<file path="src/rtl/seq_alu_pkg.sv">
// rtl/seq_alu_pkg.sv - function codes, FSM states and flag indices for the sequential ALU
package seq_alu_pkg;

    typedef enum logic [3:0] {
        FN_ADD  = 4'd0,
        FN_SUB  = 4'd1,
        FN_AND  = 4'd2,
        FN_OR   = 4'd3,
        FN_XOR  = 4'd4,
        FN_NOT  = 4'd5,
        FN_SHL  = 4'd6,
        FN_SHR  = 4'd7,
        FN_ASR  = 4'd8,
        FN_INC  = 4'd9,
        FN_DEC  = 4'd10,
        FN_PASS = 4'd11,
        FN_MUL  = 4'd12,
        FN_DIV  = 4'd13,
        FN_REM  = 4'd14,
        FN_CMP  = 4'd15
    } alu_fn_e;

    typedef enum logic [1:0] {
        IDLE = 2'd0,
        CALC = 2'd1,
        DONE = 2'd2
    } state_e;

    localparam int FLG_Z = 3;
    localparam int FLG_N = 2;
    localparam int FLG_C = 1;
    localparam int FLG_V = 0;

    function automatic logic is_multi(input alu_fn_e f);
        return (f == FN_MUL) || (f == FN_DIV) || (f == FN_REM);
    endfunction

endpackage

</file>
<file path="src/rtl/seq_alu_iter.sv">
// rtl/seq_alu_iter.sv - iterative shift-add multiplier / restoring divider, one step per cycle
module seq_alu_iter #(
    parameter int WIDTH = 10
) (
    input  logic             clk,
    input  logic             reset,
    input  logic             start,
    input  logic [WIDTH-1:0] a,
    input  logic [WIDTH-1:0] b,
    input  logic             mode,
    output logic [WIDTH-1:0] result,
    output logic [WIDTH-1:0] remainder,
    output logic             hi_nz,
    output logic             dbz,
    output logic             last
);

    localparam int CW = $clog2(WIDTH);

    // hi/lo double as product halves (MUL) or partial remainder/quotient (DIV)
    logic             running;
    logic             is_mul;
    logic [WIDTH-1:0] hi;
    logic [WIDTH-1:0] lo;
    logic [WIDTH-1:0] opnd;
    logic [CW-1:0]    cnt;
    logic [WIDTH:0]   mul_sum;
    logic [WIDTH:0]   div_shift;
    logic [WIDTH-1:0] hi_nx;
    logic [WIDTH-1:0] lo_nx;

    always_comb begin
        mul_sum   = {1'b0, hi} + (lo[0] ? {1'b0, opnd} : '0);
        div_shift = {hi, lo[WIDTH-1]};
        if (is_mul) begin
            hi_nx = mul_sum[WIDTH:1];
            lo_nx = {mul_sum[0], lo[WIDTH-1:1]};
        end else if (div_shift >= {1'b0, opnd}) begin
            hi_nx = WIDTH'(div_shift - {1'b0, opnd});
            lo_nx = {lo[WIDTH-2:0], 1'b1};
        end else begin
            hi_nx = div_shift[WIDTH-1:0];
            lo_nx = {lo[WIDTH-2:0], 1'b0};
        end
    end

    // Results are the post-step values so the caller can capture them on the last edge
    assign result    = lo_nx;
    assign remainder = hi_nx;
    assign hi_nz     = |hi_nx;
    assign dbz       = (opnd == '0);
    assign last      = running && (cnt == CW'(WIDTH - 1));

    always_ff @(posedge clk) begin
        if (reset) begin
            running <= 1'b0;
            is_mul  <= 1'b0;
            hi      <= '0;
            lo      <= '0;
            opnd    <= '0;
            cnt     <= '0;
        end else if (start) begin
            running <= 1'b1;
            is_mul  <= mode;
            hi      <= '0;
            lo      <= mode ? b : a;
            opnd    <= mode ? a : b;
            cnt     <= '0;
        end else if (running) begin
            hi  <= hi_nx;
            lo  <= lo_nx;
            cnt <= cnt + 1'b1;
            if (last) running <= 1'b0;
        end
    end

endmodule

</file>
<file path="src/rtl/seq_alu_core.sv">
// rtl/seq_alu_core.sv - multi-cycle ALU: accumulator A, result G, flags and busy/done handshake
module seq_alu_core
    import seq_alu_pkg::*;
#(
    parameter int WIDTH = 10,
    parameter int FN_W  = 4
) (
    input  logic             clk,
    input  logic             reset,
    input  logic [WIDTH-1:0] op,
    input  logic             ain,
    input  logic             gin,
    input  logic             gout,
    input  logic [FN_W-1:0]  fn,
    output logic [WIDTH-1:0] res,
    output logic [3:0]       flags,
    output logic             busy,
    output logic             done
);

    localparam int MSB = WIDTH - 1;

    state_e           state;
    alu_fn_e          fn_e;
    alu_fn_e          mc_fn;
    logic [WIDTH-1:0] a_r;
    logic [WIDTH-1:0] g_r;
    logic [WIDTH-1:0] add_b;
    logic [WIDTH:0]   add_sum;
    logic [WIDTH:0]   sub_dif;
    logic [WIDTH-1:0] sc_res;
    logic             sc_c;
    logic             sc_v;
    logic [3:0]       sc_flags;
    logic [WIDTH-1:0] mc_res;
    logic [3:0]       mc_flags;
    logic             it_start;
    logic [WIDTH-1:0] it_result;
    logic [WIDTH-1:0] it_rem;
    logic             it_hi_nz;
    logic             it_dbz;
    logic             it_last;

    assign fn_e = alu_fn_e'(fn[3:0]);

    // INC/DEC reuse the add/subtract paths with a constant second operand
    assign add_b   = (fn_e == FN_INC || fn_e == FN_DEC) ? WIDTH'(1) : op;
    assign add_sum = {1'b0, a_r} + {1'b0, add_b};
    assign sub_dif = {1'b0, a_r} - {1'b0, add_b};

    always_comb begin
        sc_res = '0;
        sc_c   = 1'b0;
        sc_v   = 1'b0;
        case (fn_e)
            FN_ADD, FN_INC: begin
                sc_res = add_sum[MSB:0];
                sc_c   = add_sum[WIDTH];
                sc_v   = (a_r[MSB] == add_b[MSB]) && (add_sum[MSB] != a_r[MSB]);
            end
            FN_SUB, FN_DEC, FN_CMP: begin
                sc_res = sub_dif[MSB:0];
                sc_c   = ~sub_dif[WIDTH];
                sc_v   = (a_r[MSB] != add_b[MSB]) && (sub_dif[MSB] != a_r[MSB]);
            end
            FN_AND:  sc_res = a_r & op;
            FN_OR:   sc_res = a_r | op;
            FN_XOR:  sc_res = a_r ^ op;
            FN_NOT:  sc_res = ~a_r;
            FN_SHL:  {sc_c, sc_res} = {a_r, 1'b0};
            FN_SHR:  {sc_res, sc_c} = {1'b0, a_r};
            FN_ASR:  {sc_res, sc_c} = {a_r[MSB], a_r};
            FN_PASS: sc_res = op;
            default: sc_res = '0;
        endcase
        sc_flags        = '0;
        sc_flags[FLG_Z] = (sc_res == '0);
        sc_flags[FLG_N] = sc_res[MSB];
        sc_flags[FLG_C] = sc_c;
        sc_flags[FLG_V] = sc_v;

        mc_res          = (mc_fn == FN_REM) ? it_rem : it_result;
        mc_flags        = '0;
        mc_flags[FLG_Z] = (mc_res == '0);
        mc_flags[FLG_N] = mc_res[MSB];
        mc_flags[FLG_V] = (mc_fn == FN_MUL) ? it_hi_nz : it_dbz;
    end

    assign it_start = (state == IDLE) && gin && is_multi(fn_e);

    seq_alu_iter #(.WIDTH(WIDTH)) u_iter (
        .clk       (clk),
        .reset     (reset),
        .start     (it_start),
        .a         (a_r),
        .b         (op),
        .mode      (fn_e == FN_MUL),
        .result    (it_result),
        .remainder (it_rem),
        .hi_nz     (it_hi_nz),
        .dbz       (it_dbz),
        .last      (it_last)
    );

    always_ff @(posedge clk) begin
        if (reset) begin
            state <= IDLE;
            mc_fn <= FN_ADD;
            a_r   <= '0;
            g_r   <= '0;
            flags <= '0;
            busy  <= 1'b0;
            done  <= 1'b0;
        end else begin
            done <= 1'b0;
            if (ain && state != DONE) a_r <= op;
            case (state)
                IDLE: begin
                    if (gin) begin
                        if (is_multi(fn_e)) begin
                            state <= CALC;
                            mc_fn <= fn_e;
                            busy  <= 1'b1;
                        end else begin
                            if (fn_e != FN_CMP) g_r <= sc_res;
                            flags <= sc_flags;
                            done  <= 1'b1;
                        end
                    end
                end
                CALC: begin
                    if (it_last) begin
                        g_r   <= mc_res;
                        flags <= mc_flags;
                        busy  <= 1'b0;
                        done  <= 1'b1;
                        state <= DONE;
                    end
                end
                DONE:    state <= IDLE;
                default: state <= IDLE;
            endcase
        end
    end

    assign res = gout ? g_r : '0;

endmodule
</file>
<file path="config.mk">
export PLATFORM = sky130hd
export DESIGN_NAME = seq_alu_core
export DESIGN_NICKNAME = d
export VERILOG_FILES = /design/src/rtl/seq_alu_pkg.sv /design/src/rtl/seq_alu_iter.sv /design/src/rtl/seq_alu_core.sv
export SDC_FILE = /design/constraint.sdc
export NUM_CORES = 1
export LEC_CHECK = 0
export ABC_AREA = 1
export CORE_ASPECT_RATIO = 1.4
export CORE_UTILIZATION = 38
export DETAILED_ROUTE_END_ITERATION = 12
export GPL_TIMING_DRIVEN = 0
export PLACE_DENSITY = 0.6
export SLEW_MARGIN = 20
export SYNTH_ARGS = -nofsm -noshare
export SYNTH_HDL_FRONTEND = slang
export SYNTH_SLANG_ARGS = --single-unit
</file>
<file path="constraint.sdc">
create_clock -name clk -period 3.5 [get_ports clk]
set_clock_uncertainty 0.1 [all_clocks]
set_input_delay 0.35 -clock clk [delete_from_list [all_inputs] [get_ports clk]]
set_output_delay 0.35 -clock clk [all_outputs]
set_load 0.05 [all_outputs]
</file>
* After elaboration in Yosys (flattened, before gate mapping)
Cells that the tools add are included.
** Cells by class
- Add/sub/neg operators :: 5
- Order comparisons :: 1
- Equality and inequality tests :: 30
- Muxes and demuxes :: 40
- Bitwise logic cells :: 5
- Reductions and logical operators :: 26
** Operator list (count)
- $mux W10 :: 15
- $pmux W10 S10 :: 1
- $eq A4 B4 Y1 const B :: 11
- $logic_not A10 Y1 :: 3
- $add A10 B10 Y11 :: 2
- $pmux W10 S2 :: 1
- $eq A4 B3 Y1 const B :: 4
- $mux W4 :: 3
- $ge A11 B10 Y1 :: 1
- $mux W1 :: 11
- $sub A10 B10 Y11 :: 1
- $and A10 B10 Y10 :: 1
- $not A10 Y10 :: 1
- $or A10 B10 Y10 :: 1
- $reduce_or A10 Y1 :: 1
- $sub A10 B10 Y10 :: 1
- $xor A10 B10 Y10 :: 1
- $eq A4 B2 Y1 const B :: 2
- $ne A2 B2 Y1 const B :: 4
- $pmux W4 S2 :: 1
- $reduce_and A4 Y1 :: 2
- $logic_and A1 B1 Y1 :: 6
- $mux W2 :: 3
- $pmux W1 S2 :: 3
- other kinds (18) :: 27
** Storage, ports and cells
- Bits in registers :: 68
- Bits of input ports :: 19
- Output and inout port bits :: 16
- Word-level logic and storage cells :: 120

* Logic depth before layout (Yosys ltp)
- Depth in word-level cells :: 10
- Gate-level depth with buffers :: 22
- Mapped depth without buffers :: 21

* Modules after synthesis
A second synthesis with hierarchy kept.
** Unflattened totals
- Cell total of the unflattened synthesis :: 1183
- Area, all modules :: 7033.0 µm²
** By module, submodules not included
- seq_alu_core :: instances 1, cells each 660, area an instance 3829.9 µm²
- seq_alu_iter :: instances 1, cells each 523, area an instance 3203.1 µm²

* Worst setup path after synthesis
OpenSTA, ideal clock, no wires.
- Path type :: input to register
- Start :: input port fn[0]
- End :: register flags[2]
- Arrival time :: 2452 ps
- Path slack :: 834 ps
- Stages on the path :: 18
- Path buffers :: 1
- Cell sequence :: inv_1 -> nor2_1 -> nand2_1 -> nand2_1 -> nor2_1 -> inv_1 -> ha_1 -> clkbuf_2 -> a21oi_2 -> nand2_1 -> nand3_1 -> nand2_1 -> a21oi_1 -> a21oi_1 -> o21ai_0 -> o21ai_0 -> o21bai_1 -> inv_1
** On the way
- Word-level cells in the longest chain between the ends :: 8
- Elaborated cells on any way between the ends :: 30
- Those cells by class :: add/sub: 2; eq/ne: 16; mux: 5; reduce/logical: 7
** RTL lines
- start, declared :: RTL line seq_alu_core.sv:14 : input logic [FN_W-1:0] fn,
- $eq A4 B4 Y1 :: RTL line seq_alu_core.sv:47, seq_alu_core.sv:55
- $logic_or A1 B1 Y1 :: RTL line seq_alu_core.sv:47 : assign add_b = (fn_e == FN_INC || fn_e == FN_DEC) ? WIDTH'(1) : op;
- $mux W10 :: RTL line seq_alu_core.sv:47
- $sub A10 B10 Y11 or $add A10 B10 Y11 (tied branches) :: RTL line seq_alu_core.sv:49, seq_alu_core.sv:48
- $pmux W10 S10 :: RTL line seq_alu_core.sv:55 : case (fn_e)
- $mux W4 :: RTL line seq_alu_core.sv:120 : if (is_multi(fn_e)) begin
- $mux W4 :: RTL line seq_alu_core.sv:119 : if (gin) begin
- $pmux W4 S2 :: RTL line seq_alu_core.sv:117 : case (state)
- end signal, assigned :: RTL line seq_alu_core.sv:126 : flags <= sc_flags;
- end signal, assigned :: RTL line seq_alu_core.sv:134 : flags <= mc_flags;
- end, declared :: RTL line seq_alu_core.sv:16 : output logic [3:0] flags,
Parallel ways exist; a longest one is shown, timed or not. The select of a mux whose other input is x is not followed.
A chain may end at the register's enable or synchronous reset.

* Worst setup path after layout
- Start :: input port fn[0]
- End :: register g_r[9]
** On the way
- Word-level cells in the longest chain between the ends :: 9
- Elaborated cells on any way between the ends :: 33
- Those cells by class :: add/sub: 2; eq/ne: 18; mux: 6; reduce/logical: 7
** RTL lines
- $eq A4 B4 Y1 :: RTL line seq_alu_core.sv:47, seq_alu_core.sv:55
- $logic_or A1 B1 Y1 :: RTL line seq_alu_core.sv:47
- $mux W10 :: RTL line seq_alu_core.sv:47
- $sub A10 B10 Y11 or $add A10 B10 Y11 (tied branches) :: RTL line seq_alu_core.sv:49, seq_alu_core.sv:48
- $pmux W10 S10 :: RTL line seq_alu_core.sv:55
- $mux W10 :: RTL line seq_alu_core.sv:125 : if (fn_e != FN_CMP) g_r <= sc_res;
- $mux W10 :: RTL line seq_alu_core.sv:120
- $mux W10 :: RTL line seq_alu_core.sv:119
- $pmux W10 S2 :: RTL line seq_alu_core.sv:117
- end signal, assigned :: RTL line seq_alu_core.sv:125
- end signal, assigned :: RTL line seq_alu_core.sv:133 : g_r <= mc_res;
- end, declared :: RTL line seq_alu_core.sv:27 : logic [WIDTH-1:0] g_r;
Parallel ways exist; a longest one is shown, timed or not. The select of a mux whose other input is x is not followed.

==> impl_metrics.ini <==
[detailed_routing]
wirelength_um = 21260
num_vias = 7051
drtAntennaViolNets = 0
first_pass_iters = 5
viasPerCell = 5.181
wire_per_inst_um = 15.62
drt_iter0_markers = 311
drcViolationCount = 0

[cts]
cts_sinks = 68
htree_levels = 3
cts_hold_buf = 0
insertion_delay_ps = 340
numCtsBuffers = 9
clock_tree.root_cell = clkbuf_16
tritoncts = yes
path_clk_slew_ps = 60
max-clock-path-buffers = 2

[sta]
final_hold_viol_count = 0
fin_crit_ps = 3319
tightestPinTransition_ps = 550.8
post-route-period-util = 0.9483
setup_ws_ps = 181.1
final_max_slew_viol_count = 0
slew_headroom = 0.6328
setup_viol = 0
tns_ps = 0
max_freq_ghz = 0.3013

[synth]
synth_top_family_by_area = simple AND/OR/NAND/NOR gates
yosys.area_share.adder = 0.1375
yosys_warnings = 0
yosysUniqueCellTypes = 49
synth_area_per_cell_um2 = 6.094
synthesis.nets = 1170
synth-compound-area-share = 0.2008
synthXorXnorAreaFrac = 0.01064
ys_seq_elements = 68
synth_area_mm2 = 0.006588
synthMuxAreaShare = 0.006078
yosys.area.top_type = dfxtp_1
synthSimpleGateAreaFrac = 0.3162
netlist_top_cells_area = dfxtp_1, nand2_1, ha_1
synth.top_cell.area_share = 0.2066
synthCells = 1081
yosysSeqAreaShare = 0.2066

[placed_design]
dpl_worst_slack_ps = -423.6
port_buffers = 32
gp_congestion = 0.9654
detailed_place.area_mm2 = 0.007198
dp_hpwl_um = 17380

[layout]
areaGrowthSynthToFinish_pct = 14.85
final_common_cell = nand2_1
antennaDiodeCount = 0
finalNetCount = 1214
design_area_mm2 = 0.007566
final_cell_mix = nand2_1, inv_1, o21ai_0
drive_gt1_frac = 0.05757

[critical_path]
r2r_setup_slack_ps = 400
crit_top_cell = nand2_1
worst-endpoint-arrival_ps = 3460
crit_fanout = 9
criticalPathCategory = in -> reg
r2r_cells = 19
slowest_delay_ps = 480
crit_chain = clkdlybuf4s50_1, inv_2, nor2_4, nand2_2, nand2_4, nor2_2, inv_1, ha_1, clkbuf_2, inv_2, nand2_1, nand3_1, nand3_1, nand2_1, nand3_1, nand2_1, nand2_1, nand4_1, o21ai_0, o21ai_0, o21ai_1, inv_1
reg2reg_from = u_iter.lo[0]$_SDFFE_PP0P_
timing.rr.end = g_r[9]$_SDFFE_PP0P_
startpoint_type = input port
slowest_stage = clkdlybuf4s50_1
worstPathRequired_ps = 3640
cp-end-kind = flop

[worst_hold_path]
hold_depth = 3
hp-class = in -> reg
hold_end = mc_fn[1]$_SDFFE_PP0P_
holdCritStartpoint = fn[1]

[power_and_ir_drop]
p_per_area_mw_per_mm2 = 476.4
p_leak_nw = 3.777
ir_worst_vdd_mv = 0.2234

[global_routing]
grt_pass1_wl_um = 34180
antenna_found_initial = 0
grt_max_degree = 13
grt_pass1_vias = 6828
grtUsageTotal = 0.2480
grt_overflow = 0

[die]
die_h_um = 157.8
initial_core_util = 0.3901
die_x_um = 113.3
die_area_mm2 = 0.01787
coreArea_mm2 = 0.01689
io_pins = 35
rows = 56

[flow_run]
drv_cap = 0

[outcome]
status = completed
## cells in the mapped netlist (all sizes together)
cell     instances
nand4           18
nand2          288
nor3             8
o2111ai          1
nand3           67
a211o            1
mux2i            4
xor2             7
xnor2            1
nand3b           8
o21ai          106
a311oi           2
o31ai            1
a221oi           4
or2              6
clkbuf          29
a21oi           85
o21bai           4
ha              66
a31oi           16
o21a             2
dfxtp           68
o211ai           3
nor2            86
o2bb2ai          2
inv            170
buf              6
o22ai            5
a21o             1
a211oi           2
o221ai           1
clkinv           4
a22oi            3
fa               4
nor4             2
## routing by layer
metal,up-vias,wire (um),track usage
li1,3611,-,-
met1,3207,8481,0.2660
met2,166,10720,0.4572
met3,67,625,0.02450
met4,0,1438,0.1704
met5,-,0,0
## area by class of cell
| class | count | area [um^2] |
|---|---|---|
| multi-input cells | 804 | 4458 |
| inverters | 174 | 653.1 |
| fillers | 1831 | 9320 |
| plain buffers | 35 | 153.9 |
| repair buffers | 33 | 335.3 |
| well taps | 232 | 290.3 |
| flip-flops and latches | 68 | 1361 |
| clock inverters | 6 | 88.84 |
| clock buffers | 9 | 225.2 |
## repair_timing
action | in CTS | in global routing
endpoints found under the setup margin | 3 | 8
pin swaps | 0 | 3
resized for setup | 1 | 18
setup buffers | 0 | 1
## cells by family after synthesis
logic type,after synthesis
and+or+nand+nor,483
buffers and inverters,209
DFF,68
xor gates and xnor gates,8
AOI/OAI and AO/OA,239
adders and majority gates,70
muxes,4
## metrics by stage
step	utilization	total power, W	std cells	hold slack [ps]
final	0.4481	0.003605	1361	332.1
after global routing	0.4481	0.003849	1361	355.6
after CTS	0.4450	0.003591	1360	352.2
after detailed placement	0.4263	0.002607	1345	358.7
after global placement	0.4263	0.002598	1345	351.0
after floorplan	-	0.002096	1081	340.2
## report_power, final
part / switching [W] / internal, W / total (W)
registers: 0.0000784 / 0.000848 / 0.000926
clock network: 0.000364 / 0.000621 / 0.000985
logic: 0.00115 / 0.000543 / 0.00169
total: 0.00159 / 0.00201 / 0.00360
## registers in the layout, indices dropped and copies added (netlist names)
name,flops
u_iter.cnt,4
mc_fn,4
u_iter.is_mul,1
g_r,10
a_r,10
state,2
u_iter.hi,10
u_iter.running,1
flags,4
busy,1
done,1
u_iter.lo,10
u_iter.opnd,10
## worst max path at each step
stage	start	endpoint	slack, ps	cells past startpoint
2_1_floorplan	fn[0]	flags[2]$_SDFFE_PP0P_	830	18
3_3_place_gp	fn[0]	flags[3]$_SDFFE_PP0P_	-420	22
3_5_place_dp	fn[1]	flags[3]$_SDFFE_PP0P_	-420	22
4_1_cts	fn[1]	g_r[9]$_SDFFE_PP0P_	30	21
5_1_grt	fn[0]	flags[3]$_SDFFE_PP0P_	-20	22
6_report	fn[0]	g_r[9]$_SDFFE_PP0P_	180	22
## worst max-delay path: cells and delay by family
kind            cells  cell delay, ps
simple gates       12            1330
fa+ha+maj           1             260
compound gates      3             540
buf+inv             6            1000
Power figures use the tool's default switching activity.
